--- src/rtl/sys_arr_pkg.sv ---
// Shared constants and types for the systolic-array output collector.
package sys_arr_pkg;
    localparam int N  = 4;
    localparam int DW = 16;
    localparam int AW = 16;
    localparam int RW = $clog2(N);

    typedef logic [DW*N-1:0] row_t;
    typedef logic [RW-1:0]   ridx_t;

    typedef enum logic [0:0] {
        WB_IDLE = 1'b0,
        WB_SEND = 1'b1
    } wb_state_t;
endpackage

--- src/rtl/sysarr_tile_bank.sv ---
// One NxN tile store: single write port, async read port, per-row valid mask and full flag.
module sysarr_tile_bank
    import sys_arr_pkg::*;
(
    input  logic          clk,
    input  logic          nRST,
    input  logic          wr_en_i,
    input  ridx_t         wr_row_i,
    input  row_t          wr_data_i,
    input  logic [AW-1:0] base_i,
    input  logic          free_i,
    input  ridx_t         rd_row_i,
    output row_t          rd_data_o,
    output logic [AW-1:0] base_o,
    output logic          full_o,
    output logic          dup_o,
    output logic          fill_o
);
    row_t          mem_q [N];
    logic [AW-1:0] base_q;
    logic [N-1:0]  mask_q, mask_d;
    logic          full_q, full_d;
    logic [N-1:0]  row_bit;

    always_comb begin
        row_bit = N'(1) << wr_row_i;
        dup_o   = mask_q[wr_row_i];
        fill_o  = &(mask_q | row_bit);
        mask_d  = mask_q;
        full_d  = full_q;
        // The mask is cleared the moment the tile completes, so the bank is ready to refill once freed.
        if (wr_en_i) begin
            if (fill_o) begin
                mask_d = '0;
                full_d = 1'b1;
            end else begin
                mask_d = mask_q | row_bit;
            end
        end
        if (free_i) full_d = 1'b0;
    end

    always_ff @(posedge clk or negedge nRST) begin
        if (!nRST) begin
            mask_q <= '0;
            full_q <= 1'b0;
        end else begin
            mask_q <= mask_d;
            full_q <= full_d;
        end
    end

    // Storage is data-only; validity is carried entirely by mask_q/full_q.
    always_ff @(posedge clk) begin
        if (wr_en_i) begin
            mem_q[wr_row_i] <= wr_data_i;
            if (mask_q == '0) base_q <= base_i;
        end
    end

    assign rd_data_o = mem_q[rd_row_i];
    assign base_o    = base_q;
    assign full_o    = full_q;
endmodule

--- src/rtl/sysarr_output_collector.sv ---
// Captures array result rows into two ping-pong tile banks and drains full tiles to the scratchpad.
module sysarr_output_collector
    import sys_arr_pkg::*;
(
    input  logic          clk,
    input  logic          nRST,
    input  logic          out_en,
    input  ridx_t         row_out,
    input  logic [DW*N-1:0] array_output,
    input  logic [AW-1:0] tile_base,
    output logic          wb_valid,
    input  logic          wb_ready,
    output logic [AW-1:0] wb_addr,
    output logic [DW*N-1:0] wb_data,
    output logic          wb_last,
    output logic          stall_sa,
    output logic          tile_done,
    output logic          err_dup
);
    localparam ridx_t LAST = ridx_t'(N - 1);

    logic [1:0]    wr_en, free, full, dup, fill;
    row_t          rd_data [2];
    logic [AW-1:0] base    [2];

    logic          fill_ptr_q, fill_ptr_d;
    logic          drain_ptr_q, drain_ptr_d;
    wb_state_t     state_q, state_d;
    ridx_t         r_q, r_d;
    logic          tile_done_q, tile_done_d;
    logic          err_dup_q, err_dup_d;
    logic          cap, complete, send, hs, other, here_ready, other_ready;

    for (genvar b = 0; b < 2; b++) begin : g_bank
        sysarr_tile_bank u_bank (
            .clk       (clk),
            .nRST      (nRST),
            .wr_en_i   (wr_en[b]),
            .wr_row_i  (row_out),
            .wr_data_i (array_output),
            .base_i    (tile_base),
            .free_i    (free[b]),
            .rd_row_i  (r_q),
            .rd_data_o (rd_data[b]),
            .base_o    (base[b]),
            .full_o    (full[b]),
            .dup_o     (dup[b]),
            .fill_o    (fill[b])
        );
    end

    // Capture side
    always_comb begin
        stall_sa    = full[fill_ptr_q];
        cap         = out_en && !stall_sa;
        complete    = cap && fill[fill_ptr_q];
        wr_en       = '0;
        wr_en[fill_ptr_q] = cap;
        fill_ptr_d  = complete ? ~fill_ptr_q : fill_ptr_q;
        tile_done_d = complete;
        err_dup_d   = (out_en && stall_sa) || (cap && dup[fill_ptr_q]);
    end

    // Drain side; a tile completing this cycle counts as ready so write-back starts next cycle.
    always_comb begin
        send        = (state_q == WB_SEND);
        hs          = send && wb_ready;
        other       = ~drain_ptr_q;
        here_ready  = full[drain_ptr_q] || (complete && (fill_ptr_q == drain_ptr_q));
        other_ready = full[other] || (complete && (fill_ptr_q == other));
        state_d     = state_q;
        r_d         = r_q;
        drain_ptr_d = drain_ptr_q;
        free        = '0;
        case (state_q)
            WB_IDLE: begin
                if (here_ready) begin
                    state_d = WB_SEND;
                    r_d     = '0;
                end
            end
            WB_SEND: begin
                if (hs) begin
                    r_d = r_q + 1'b1;
                    if (r_q == LAST) begin
                        free[drain_ptr_q] = 1'b1;
                        drain_ptr_d       = other;
                        r_d               = '0;
                        state_d           = other_ready ? WB_SEND : WB_IDLE;
                    end
                end
            end
            default: state_d = WB_IDLE;
        endcase
    end

    always_ff @(posedge clk or negedge nRST) begin
        if (!nRST) begin
            fill_ptr_q  <= 1'b0;
            drain_ptr_q <= 1'b0;
            state_q     <= WB_IDLE;
            r_q         <= '0;
            tile_done_q <= 1'b0;
            err_dup_q   <= 1'b0;
        end else begin
            fill_ptr_q  <= fill_ptr_d;
            drain_ptr_q <= drain_ptr_d;
            state_q     <= state_d;
            r_q         <= r_d;
            tile_done_q <= tile_done_d;
            err_dup_q   <= err_dup_d;
        end
    end

    // Address/data are forced to zero outside SEND so nothing stale is visible after reset.
    assign wb_valid  = send;
    assign wb_addr   = send ? (base[drain_ptr_q] + AW'(r_q)) : '0;
    assign wb_data   = send ? rd_data[drain_ptr_q] : '0;
    assign wb_last   = send && (r_q == LAST);
    assign tile_done = tile_done_q;
    assign err_dup   = err_dup_q;
endmodule

--- config.mk ---
export PLATFORM = sky130hd
export DESIGN_NAME = sysarr_output_collector
export DESIGN_NICKNAME = d
export VERILOG_FILES = /design/src/rtl/sys_arr_pkg.sv /design/src/rtl/sysarr_tile_bank.sv /design/src/rtl/sysarr_output_collector.sv
export SDC_FILE = /design/constraint.sdc
export NUM_CORES = 1
export LEC_CHECK = 0
export BUFFER_PORTS_ARGS = -buffer_cell sky130_fd_sc_hd__buf_4
export CAP_MARGIN = 20
export CORE_UTILIZATION = 60
export DETAILED_ROUTE_END_ITERATION = 12
export HOLD_SLACK_MARGIN = 0.02
export PLACE_DENSITY = 0.8
export SLEW_MARGIN = 20
export SYNTH_ARGS = -nofsm -noshare
export SYNTH_HDL_FRONTEND = slang
export SYNTH_SLANG_ARGS = --single-unit
--- constraint.sdc ---
create_clock -name clk -period 8.1 [get_ports clk]
set_clock_uncertainty 0.2 [all_clocks]
set_input_delay 1.62 -clock clk [delete_from_list [all_inputs] [get_ports clk]]
set_output_delay 1.62 -clock clk [all_outputs]
set_load 0.05 [all_outputs]
==> summary.md <==
| Metric | Value |
|---|---|
| Status | `finished, final reports clean` |
| Largest cells by area after synthesis | `edfxtp_1 74%, mux4_2 13%, mux2i_1 3.3%` |
| Crit path max fanout | `38` |
| Worst R2R Start | `g_bank[1].u_bank.full_o$_DFFE_PN0P_` |
| Relative slew slack | `0.281` |
| Setup tns final | `0 ps` |
| CP Data Required Time | `6280 ps` |
| Main combinational cell family by area after synthesis | `multiplexers` |
| Initial antenna violation count | `1` |
| Setup slack after layout | `~2400 ps` |
| Layout cell share with drive strength beyond 1 | `0.332` |
| # diodes | `0` |
| Clock Root Buffer | `clkbuf_16` |
| Worst-Skew Late Latency | `~560 ps` |
| Postcts setup bufs | `0` |
| # setup viols final | `0` |
| Top cell type's share of synthesized area | `0.740` |
| DR vias | `10500` |
| Post-synthesis mux area share | `0.170` |
| Place WS | `3040 ps` |
| Worst r2r path cells | `3` |
| Die area | `37600 sq um` |
| Ys Warns | `0` |
| Crit start category | `flop` |
| FILL cells | `about 2200` |
| Area delta synth->final | `15.2%` |
| Worst Hold Path EP | `g_bank[0].u_bank.mask_q[2]$_DFFE_PN0P_` |
| Simple-gate share of the synthesized area | `0.0348` |
| Area share of fa/ha/maj cells after synthesis | `0.00261` |
| DR vias/cell | `6.10` |
| 1st-iter DRT viols | `roughly 770` |
| Worst Hold Launch | `g_bank[0].u_bank.mask_q[2]$_DFFE_PN0P_` |
| Number of global-route vias before repair | `around 11000` |
| Hold Crit Depth | `2` |
| Post-cts sizing count | `0` |
| Worst Max-Slew Pin Slew | `1080 ps` |
| Final Net Count | `1318` |
| TritonCTS Buffers | `54` |
| Fin crit period | `about 5700 ps` |
| DR pass1 iterations | `5` |
| DRC Markers | `0` |
| Type of the tightest min-delay check | `reg -> reg` |
| CTS max path bufs | `3` |
| GP Congestion | `roughly 0.81` |
| Critical path class | `reg -> out` |
| Synthesis-stage register bit count | `~560` |
| TritonCTS clock tree | `yes` |
| Starting density of the core | `0.614` |
| Crit path arrival time | `3850 ps` |
| GRT Total Usage | `0.237` |
| Slew Limit Fails | `0` |
| Placed cell areas | `23800 sq um` |
| Final WL | `around 43000 microns` |
| R2R setup slack | `4840 ps` |
| Most common cell after layout, fill and taps aside | `edfxtp_1` |
| Drt wl/cell | `approximately 25 microns` |
| ANT nets after route | `0` |
| Max_cap viols | `0` |
| CTS clk-pin slew, worst paths | `~60 ps` |
| Hold Vio Cnt, Final | `0` |
| Pin count of the biggest net entering global routing | `87` |
| H-tree Lvls | `2` |
| Compound-gate portion of the synthesized area | `0.0129` |
| First-pass GRT wire length | `~66000 microns` |
| Leak | `between 8 and 9 nW` |
| Die H | `194 microns` |
| Core Region | `35900 sq um` |
| RSZ-0062 raised after global routing | `no` |
| VDD IR-drop max | `around 250 uV` |
| Most frequent cells in the layout | `544 x edfxtp_1, 187 x buf_4, 130 x mux4_2, 88 x nor2_1, 73 x mux2i_1` |
| Tot Pwr | `roughly 9.4 mW` |
| Syn Inst Count | `1036` |
| Pwr Density | `about 370 nW/um^2` |
| Highest clock rate | `~180 MHz` |
| Net Count, Synth | `between 1000 and 1500` |
| End of the worst register-to-register path | `g_bank[1].u_bank.mem_q[2][1]$_DFFE_PP_` |
| Crit path capture type | `output pin` |
| Grt total ovfl | `0` |
| Tcrit/Tclk final | `0.700` |
| Synth cell types | `55` |
| Clk sink count | `between 500 and 600` |
| Seq/Total Area, Yosys | `0.760` |
| Die Wd | `between 150 and 200 microns` |
| Dpl hpwl | `approximately 24000 microns` |
| Hold buffers post-CTS | `0` |
| Synth area leader | `edfxtp_1` |
| Syn_area_per_cell | `~21 sq um` |
| Row count | `69` |
| Synth Area in XOR/XNOR | `0.00437` |
| I/O Pins | `171` |
| PortBufs | `170` |
| Final instance area | `25400 sq um` |
| Post-Syn Area | `about 22000 sq um` |
==> through the flow <==
step	instances	hold slack, ps	utilization
3_5_place_dp	1633	357	0.663
4_1_cts	1725	371	0.708
5_1_grt	1725	401	0.708
2_1_floorplan	1036	291	-
6_report	1725	371	0.708
3_3_place_gp	1633	328	0.663
==> Yosys cell counts, drive strengths merged <==
library cell  number
mux2i             73
mux4             130
edfxtp           544
a21oi              5
and2b              1
clkbuf            16
ha                 3
nand2b             3
o21ai              7
a22oi              1
nor3b              4
nor2              96
clkinv             1
or4                2
nand2             15
nand3             12
mux2               8
nor3               3
nand3b             2
dfrtp             17
o211a              1
a311o              1
inv                3
nor2b              4
a32o               1
xnor2              8
nand4b             2
a21boi             2
and2              10
nand4              5
a21o               3
fa                 1
o311a              1
xor2               3
o22ai              1
a221oi             2
buf               36
o22a               1
or3                1
a31oi              1
o21bai             2
a211oi             4
==> flip-flops by register name, summed over array words and instances, names as in the netlist <==
name / count
g_bank.u_bank.mem_q: 512
g_bank.u_bank.full_o: 2
g_bank.u_bank.mask_q: 8
r_q: 2
tile_done: 1
g_bank.u_bank.base_o: 32
wb_valid: 1
fill_ptr_q: 1
drain_ptr_q: 1
err_dup: 1
==> kinds of logic (layout without fill, tap and decap cells) <==
logic type	count (synthesis)	after routing
AND/OR/NAND/NOR	160	160
buffers and inverters	56	284
flip-flops	561	561
adder cells (fa/ha/maj)	4	4
XOR/XNOR	11	11
AO/OA/AOI/OAI	33	33
multiplexers	211	211
==> per-layer routing <==
metal,vias to the layer above,global-route usage,routed length [microns]
met4,2,0.0563,565
met1,5547,0.338,18300
met5,-,0,13
met3,50,0.0428,2610
li1,4610,-,-
met2,319,0.386,21700
==> power breakdown <==
part | switching, mW | internal, mW | leakage (nW)
Combinational | 2.13 | 1.30 | 2.68
Sequential | 0.231 | 3.40 | 5.12
Clock | 0.997 | 1.33 | 0.791
Total | 3.36 | 6.03 | 8.59
==> worst max-delay path, cell delays in order, from the launching register on <==
cell      delay, ps
dfrtp_4         770
buf_4           540
buf_4           720
nand4b_4        300
a21oi_4          90
and2_1          240
a21o_1          190
a21oi_1         130
buf_4           220
==> worst max path at each step <==
stage | startpoint | endpoint | slack (ps)
global placement | drain_ptr_q$_DFFE_PN0P_ | wb_addr[9] | 3050
CTS | drain_ptr_q$_DFFE_PN0P_ | wb_addr[9] | 2420
detailed placement | drain_ptr_q$_DFFE_PN0P_ | wb_addr[9] | 3040
floorplan | out_en | g_bank[0].u_bank.mem_q[0][0]$_DFFE_PP_ | 1060
finish | drain_ptr_q$_DFFE_PN0P_ | wb_addr[9] | 2430
global route | drain_ptr_q$_DFFE_PN0P_ | wb_addr[11] | 2280
==> cell type report <==
type | instances | area, sq um | share of cell area
clock inverters | 25 | 193 | 0.00758
repair buffers | 188 | 1420 | 0.0560
flip-flops and latches | 561 | 16800 | 0.660
multi-input cells | 419 | 5010 | 0.197
well taps | 461 | 577 | 0.0227
inverters | 4 | 15.0 | 0.000591
clock buffers | 67 | 1420 | 0.0559
(Power assumes the default switching activity.)
